**config.mk**
```make
export PLATFORM = sky130hd
export DESIGN_NAME = ntt_cmd_sequencer
export DESIGN_NICKNAME = d
export VERILOG_FILES = /design/src/rtl/ntt_isa_pkg.sv /design/src/rtl/ntt_cmd_sequencer_cmd_fifo.sv /design/src/rtl/ntt_cmd_sequencer.sv
export SDC_FILE = /design/constraint.sdc
export NUM_CORES = 1
export LEC_CHECK = 0
export BUFFER_PORTS_ARGS = -buffer_cell sky130_fd_sc_hd__buf_2
export CORE_AREA = 2 2 205 409
export CTS_BUF_LIST = sky130_fd_sc_hd__clkbuf_4 sky130_fd_sc_hd__clkbuf_8
export DETAILED_ROUTE_END_ITERATION = 6
export DIE_AREA = 0 0 207 411
export PLACE_DENSITY_LB_ADDON = 0.12
export SLEW_MARGIN = 0
export SYNTH_ARGS = -nofsm -noshare
export SYNTH_HDL_FRONTEND = slang
export SYNTH_SLANG_ARGS = --single-unit
```
**constraint.sdc**
```tcl
create_clock -name clk -period 8.64 [get_ports clk]
set_input_delay 0.864 -clock clk [delete_from_list [all_inputs] [get_ports clk]]
set_output_delay 0.864 -clock clk [all_outputs]
set_load 0.02 [all_outputs]
```
**src/rtl/ntt_isa_pkg.sv**
```systemverilog
// Shared ISA definitions for the ntt_engine command path: opcodes, the
// queued-command layout, sequencer states and opcode classification helpers.
package ntt_isa_pkg;

    localparam logic [7:0] OPC_LOAD   = 8'h02;
    localparam logic [7:0] OPC_STORE  = 8'h03;
    localparam logic [7:0] OPC_LOAD_W = 8'h04;
    localparam logic [7:0] OPC_NTT    = 8'h10;
    localparam logic [7:0] OPC_INTT   = 8'h11;
    localparam logic [7:0] OPC_ADD    = 8'h20;
    localparam logic [7:0] OPC_SUB    = 8'h21;
    localparam logic [7:0] OPC_MULT   = 8'h22;

    // The engine reads the ALU source slot from the top of the address field.
    localparam int SRC_SLOT_MSB = 47;

    typedef enum logic [2:0] {
        S_IDLE      = 3'd0,
        S_ISSUE     = 3'd1,
        S_WAIT_ACK  = 3'd2,
        S_WAIT_DONE = 3'd3,
        S_HALT      = 3'd4
    } seq_state_t;

    typedef struct packed {
        logic [7:0]  opcode;
        logic [3:0]  slot;
        logic [3:0]  src_slot;
        logic [47:0] dma_addr;
    } cmd_entry_t;

    localparam int CMD_W = $bits(cmd_entry_t);

    function automatic logic is_legal_opcode(input logic [7:0] op);
        case (op)
            OPC_LOAD, OPC_STORE, OPC_LOAD_W, OPC_NTT, OPC_INTT,
            OPC_ADD, OPC_SUB, OPC_MULT: return 1'b1;
            default:                    return 1'b0;
        endcase
    endfunction

    function automatic logic is_alu_opcode(input logic [7:0] op);
        case (op)
            OPC_ADD, OPC_SUB, OPC_MULT: return 1'b1;
            default:                    return 1'b0;
        endcase
    endfunction

    function automatic logic is_xform_opcode(input logic [7:0] op);
        case (op)
            OPC_NTT, OPC_INTT: return 1'b1;
            default:           return 1'b0;
        endcase
    endfunction

endpackage

```
**src/rtl/ntt_cmd_sequencer_cmd_fifo.sv**
```systemverilog
// Synchronous FIFO with registered full/empty flags and an occupancy level.
// Pushes while full and pops while empty are ignored.
module cmd_fifo #(
    parameter int WIDTH     = 64,
    parameter int DEPTH     = 16,
    parameter int DEPTH_LOG = 4
) (
    input  logic                 clk,
    input  logic                 rst,
    input  logic                 push,
    input  logic                 pop,
    input  logic [WIDTH-1:0]     wdata,
    output logic [WIDTH-1:0]     rdata,
    output logic                 full,
    output logic                 empty,
    output logic [DEPTH_LOG:0]   level
);

    logic [WIDTH-1:0]     mem [DEPTH];
    logic [DEPTH_LOG-1:0] wr_ptr;
    logic [DEPTH_LOG-1:0] rd_ptr;
    logic                 do_push;
    logic                 do_pop;
    logic [DEPTH_LOG:0]   level_next;

    assign do_push = push && !full;
    assign do_pop  = pop && !empty;
    assign rdata   = mem[rd_ptr];

    // Next occupancy; a simultaneous push and pop leaves it unchanged.
    always_comb begin
        level_next = level;
        if (do_push && !do_pop)
            level_next = level + 1'b1;
        else if (!do_push && do_pop)
            level_next = level - 1'b1;
    end

    // Pointers, level and flags; flags are registered from the next level.
    always_ff @(posedge clk or posedge rst) begin
        if (rst) begin
            wr_ptr <= '0;
            rd_ptr <= '0;
            level  <= '0;
            full   <= 1'b0;
            empty  <= 1'b1;
        end else begin
            if (do_push) wr_ptr <= wr_ptr + 1'b1;
            if (do_pop)  rd_ptr <= rd_ptr + 1'b1;
            level <= level_next;
            full  <= (level_next == (DEPTH_LOG+1)'(DEPTH));
            empty <= (level_next == '0);
        end
    end

    // Storage array; contents need no reset since the flags guard every read.
    always_ff @(posedge clk) begin
        if (do_push) mem[wr_ptr] <= wdata;
    end

endmodule

```
**src/rtl/ntt_cmd_sequencer.sv**
```systemverilog
// Issues queued FHE micro-ops to the ntt_engine one at a time, tracking
// completion through the engine's ready drop/rise, with illegal-opcode
// filtering, a completion watchdog and issue/done counters.
module ntt_cmd_sequencer
    import ntt_isa_pkg::*;
#(
    parameter int DEPTH     = 16,
    parameter int DEPTH_LOG = 4,
    parameter int TIMEOUT   = 1000000,
    parameter int TO_W      = 24
) (
    input  logic                 clk,
    input  logic                 rst,
    input  logic                 in_valid,
    output logic                 in_ready,
    input  logic [7:0]           in_opcode,
    input  logic [3:0]           in_slot,
    input  logic [3:0]           in_src_slot,
    input  logic [47:0]          in_dma_addr,
    output logic                 cmd_valid,
    output logic [7:0]           cmd_opcode,
    output logic [3:0]           cmd_slot,
    output logic [47:0]          cmd_dma_addr,
    input  logic                 eng_ready,
    input  logic                 err_clr,
    output logic                 busy,
    output logic [DEPTH_LOG:0]   fifo_level,
    output logic [15:0]          issued_cnt,
    output logic [15:0]          done_cnt,
    output logic                 err_illegal,
    output logic                 err_timeout,
    output logic [2:0]           dbg_state
);

    localparam logic [TO_W-1:0] WD_LAST = TO_W'(TIMEOUT - 1);

    seq_state_t      state;
    cmd_entry_t      wentry;
    cmd_entry_t      head;
    logic            fifo_full;
    logic            fifo_empty;
    logic            pop;
    logic [47:0]     packed_addr;
    logic [TO_W-1:0] wd;

    assign wentry    = '{opcode: in_opcode, slot: in_slot, src_slot: in_src_slot, dma_addr: in_dma_addr};
    assign in_ready  = !fifo_full;
    assign pop       = (state == S_IDLE) && !fifo_empty && eng_ready;
    assign busy      = (fifo_level != '0) || (state != S_IDLE);
    assign dbg_state = state;

    cmd_fifo #(
        .WIDTH     (CMD_W),
        .DEPTH     (DEPTH),
        .DEPTH_LOG (DEPTH_LOG)
    ) u_fifo (
        .clk   (clk),
        .rst   (rst),
        .push  (in_valid),
        .pop   (pop),
        .wdata (wentry),
        .rdata (head),
        .full  (fifo_full),
        .empty (fifo_empty),
        .level (fifo_level)
    );

    // Address field as the engine expects it: source slot on top for ALU ops,
    // zero for transforms, the pushed DMA address otherwise.
    always_comb begin
        packed_addr = head.dma_addr;
        if (is_alu_opcode(head.opcode)) begin
            packed_addr = '0;
            packed_addr[SRC_SLOT_MSB -: 4] = head.src_slot;
        end else if (is_xform_opcode(head.opcode)) begin
            packed_addr = '0;
        end
    end

    // Issue FSM with registered command outputs, counters, watchdog and errors.
    always_ff @(posedge clk or posedge rst) begin
        if (rst) begin
            state        <= S_IDLE;
            cmd_valid    <= 1'b0;
            cmd_opcode   <= '0;
            cmd_slot     <= '0;
            cmd_dma_addr <= '0;
            issued_cnt   <= '0;
            done_cnt     <= '0;
            err_illegal  <= 1'b0;
            err_timeout  <= 1'b0;
            wd           <= '0;
        end else begin
            cmd_valid <= 1'b0;
            // A fresh illegal drop in the same cycle overrides the clear below.
            if (err_clr) err_illegal <= 1'b0;
            case (state)
                S_IDLE: begin
                    if (pop) begin
                        if (is_legal_opcode(head.opcode)) begin
                            cmd_opcode   <= head.opcode;
                            cmd_slot     <= head.slot;
                            cmd_dma_addr <= packed_addr;
                            cmd_valid    <= 1'b1;
                            state        <= S_ISSUE;
                        end else begin
                            err_illegal <= 1'b1;
                        end
                    end
                end
                S_ISSUE: begin
                    issued_cnt <= issued_cnt + 16'd1;
                    wd         <= '0;
                    state      <= S_WAIT_ACK;
                end
                S_WAIT_ACK: begin
                    if (!eng_ready) begin
                        wd    <= '0;
                        state <= S_WAIT_DONE;
                    end else if (wd == WD_LAST) begin
                        err_timeout <= 1'b1;
                        state       <= S_HALT;
                    end else begin
                        wd <= wd + 1'b1;
                    end
                end
                S_WAIT_DONE: begin
                    if (eng_ready) begin
                        done_cnt <= done_cnt + 16'd1;
                        state    <= S_IDLE;
                    end else if (wd == WD_LAST) begin
                        err_timeout <= 1'b1;
                        state       <= S_HALT;
                    end else begin
                        wd <= wd + 1'b1;
                    end
                end
                S_HALT: begin
                    if (err_clr) begin
                        err_timeout <= 1'b0;
                        state       <= S_IDLE;
                    end
                end
                default: state <= S_IDLE;
            endcase
        end
    end

endmodule
```
==> metrics.md <==
| Metric | Value |
|---|---|
| Hold WC Path Type | `primary input to asynchronous set/reset pin` |
| Reg clk slew, reported paths | `60 ps` |
| Main synth FF type | `edfxtp_1` |
| GR met3 Demand/Resource | `~4.0%` |
| Crit start category | `register` |
| Worst-Margin Slew | `about 1000 ps` |
| VDD IR max | `211 uV` |
| RSZ-0062 raised after global routing | `no` |
| Async SR Flop Fraction | `11.8%` |
| Pwr Density | `between 300 and 400 nW/um^2` |
| Final core utilization | `61.0%` |
| Core footprint | `82,000 um^2` |
| DRC viols | `0` |
| CTS max path bufs | `3` |
| Setup Buffers After CTS | `0` |
| Crit Path Class | `register to register` |
| Worst-path maximum fanout | `39` |
| Synthesized area | `44,700 um^2` |
| Root Buffer | `clkbuf_8` |
| Final Cycle Share | `62.7%` |
| Register bit total from synthesis | `about 1,200` |
| Yosys warning count | `0` |
| Routability cong. | `0.737` |
| Global route overflow | `0` |
| Later-pin clock latency in the skew report | `820 ps` |
| Syn_nets | `around 2,100` |
| Max_cap viols | `0` |
| EDFF count, synth | `1,024` |
| Clock Skew | `about 32 ps` |
| Die ar. | `roughly 85,000 um^2` |
| Final Critical Period | `5420 ps` |
| CTS Hold Bufs | `0` |
| Worst hold margin | `65.3 ps` |
| FMAX | `about 180 MHz` |
| Static Leakage | `17.2 nW` |
| Pin count of the biggest net entering global routing | `84` |
| Area Overhead vs Synth | `12.0%` |
| # IOs | `174` |
| Status | `complete, no violations` |
| Worst endpoint required time | `9320 ps` |
| Critical Path Max Stage Delay | `740 ps` |
| Vias/cell | `5.99` |
| Wire per inst | `27.6 um` |
| Initial Utilization | `54.5%` |
| Mapped Cells | `between 2,000 and 2,500` |
| Busiest grt layer | `met2` |
| Met2 usage | `between 30% and 40%` |
| Seq/Total Area, Yosys | `76.5%` |
| Vias in the first global route | `between 20,000 and 25,000` |
| CTS tree | `built` |
| CTS sink cnt | `1,161` |
| Final number of setup-violating endpoints | `0` |
| Slew Limit Fails | `0` |
| Unique masters post-synth | `57` |
| H-tree Lvls | `4` |
| Final #Nets | `2,373` |
| Total CTS buffers | `156` |
| PortBufs | `173` |
| DRT Wirelength | `96.3 mm` |
| Mean area per synthesized cell | `22.1 um^2` |
| Relative slew slack | `34.1%` |
| Die width | `207 um` |
| CP max-delay cell | `dfrtp_4` |
| Post_cts resized | `0` |
| CP cell instances | `buf_4 -> mux4_2 -> nand2b_1 -> a21oi_1 -> nor2_1 -> or4b_1 -> a211o_1 -> clkinv_2 -> buf_4 -> mux2_2` |
| Total number of vias | `roughly 21,000` |
| Detailed Place HPWL | `roughly 50 mm` |
| Met1 usage | `31.2%` |
| First-pass GRT wire length | `143 mm` |
| Row count | `149` |
| Die H | `between 400 and 500 um` |
| Drt initial violations | `1,846` |
| Overall global routing resource usage | `between 20% and 30%` |
| Ratio of cells with drive above 1 in the final layout | `approximately a third` |
| Final hold violation count | `0` |
| Setup Total Neg Slack | `0 ps` |
| Post-route ant nets | `0` |
| Most numerous cell on the critical path | `buf_4` |
| CP Capture Type | `register` |
| Antenna violations before repair | `11` |
| Drt pass-1 iters | `5` |
| Arr. time, crit path | `6100 ps` |
| # fillers | `~5,900` |
-- report_power, final --
group          internal [mW]  switching (mW)  leakage (nW)
registers               6.81           0.387          11.1
clock network           2.20            2.04          1.70
logic                   1.95            2.10          4.37
total                   11.0            4.53          17.2
-- Yosys cell counts, types with 8 or more instances --
| cell type | count | share of area, % |
|---|---|---|
| buf_2 | 14 | 0.16 |
| inv_1 | 21 | 0.18 |
| xnor2_1 | 31 | 0.61 |
| mux2_4 | 10 | 0.34 |
| nor4_1 | 10 | 0.14 |
| mux2_2 | 41 | 1.0 |
| mux4_2 | 300 | 15 |
| xor2_1 | 33 | 0.65 |
| and3_1 | 20 | 0.28 |
| clkbuf_1 | 43 | 0.36 |
| edfxtp_1 | 1024 | 69 |
| dfrtp_1 | 136 | 7.6 |
| nor2b_1 | 47 | 0.66 |
| mux2i_1 | 13 | 0.29 |
| o22ai_1 | 8 | 0.11 |
| a21oi_1 | 16 | 0.18 |
| nand4_1 | 11 | 0.15 |
| nand2_1 | 33 | 0.28 |
| and2_1 | 23 | 0.32 |
| mux2_1 | 8 | 0.20 |
| nor2_1 | 41 | 0.34 |
| nor3_1 | 11 | 0.12 |
| ha_1 | 11 | 0.31 |
| nand3_1 | 24 | 0.27 |
| buf_1 | 24 | 0.20 |
-- through the flow --
stage	setup WS [ps]	cell area, um^2	power [mW]	cells
after floorplan	4110	44700	10.2	2019
after global placement	3190	46800	11.4	3192
after detailed placement	3140	46800	11.4	3192
after CTS	3090	50000	15.7	3482
after global routing	2840	50000	16.2	3483
final	3220	50000	15.5	3486
-- cells in the final DEF, fill, tap and decap left out, drive strengths merged, types with 5 or more instances in the layout --
master    instances
edfxtp         1024
mux4            300
clkbuf          211
buf             206
dfrtp           136
clkinv           60
mux2             59
nor2b            47
nor2             41
nand2            33
xor2             33
xnor2            31
inv              29
nand3            24
and2             23
and3             20
a21oi            16
mux2i            13
nor3             12
nand4            11
ha               11
nor4             10
o22ai             8
o21ai             7
nand2b            6
bufinv            6
clkinvlp          6
and4              5
-- area by class of cell --
cell class | count | area [um^2] | area share [%]
inverters | 22 | 88.8 | 0.178
flip-flops and latches | 1161 | 34200 | 68.4
repair buffers | 206 | 1130 | 2.25
well taps | 1057 | 1320 | 2.64
clock buffers | 211 | 2650 | 5.29
diodes | 4 | 10.0 | 0.0200
multi-input cells | 746 | 10000 | 20.1
clock inverters | 79 | 591 | 1.18
-- path summary, 6_finish.rpt --
kind	from	end	slack, ps	depth (start not counted)
min in group clk	err_clr	dbg_state[2]$_DFFE_PP0P_	310	2
max in group asynchronous	rst	cmd_dma_addr[24]$_DFFE_PP0P_	6720	4
setup / recovery	u_fifo.rd_ptr[0]$_DFFE_PP0P_	cmd_dma_addr[12]$_DFFE_PP0P_	3220	10
setup reg to reg	u_fifo.rd_ptr[0]$_DFFE_PP0P_	cmd_dma_addr[12]$_DFFE_PP0P_	3220	10
hold / removal	rst	issued_cnt[11]$_DFFE_PP0P_	70	2
hold reg to reg	done_cnt[15]$_DFFE_PP0P_	done_cnt[15]$_DFFE_PP0P_	470	1
-- routing by layer --
metal / share of wire [%] / wire length, um / up-vias
met5: 0.096 / 92 / -
met4: 2.2 / 2160 / 14
li1: - / - / 8885
met3: 5.8 / 5620 / 157
met1: 41 / 39200 / 11100
met2: 51 / 49300 / 699
-- registers in the layout, summed over array words and instances (netlist names), 5 cells and up --
name          count
u_fifo.level      5
u_fifo.mem     1024
done_cnt         16
cmd_dma_addr     48
wd               24
issued_cnt       16
cmd_opcode        8
-- logic make-up after synthesis --
family / share of synthesized area [%]
adders and majority gates: 0.308
and+or+nand+nor: 3.04
muxes: 17.0
buffers and inverters: 1.15
xor gates and xnor gates: 1.25
AOI/OAI and AO/OA: 0.753
DFF: 76.5
-- worst max-delay path, delay by kind of cell, from the launching register on --
kind / cells / cell delay, ps
AO/OA/AOI/OAI: 2 / 800
buffers and inverters: 3 / 1890
flip-flops: 1 / 740
multiplexers: 2 / 990
AND/OR/NAND/NOR: 3 / 800
Power figures use the tool's default switching activity.
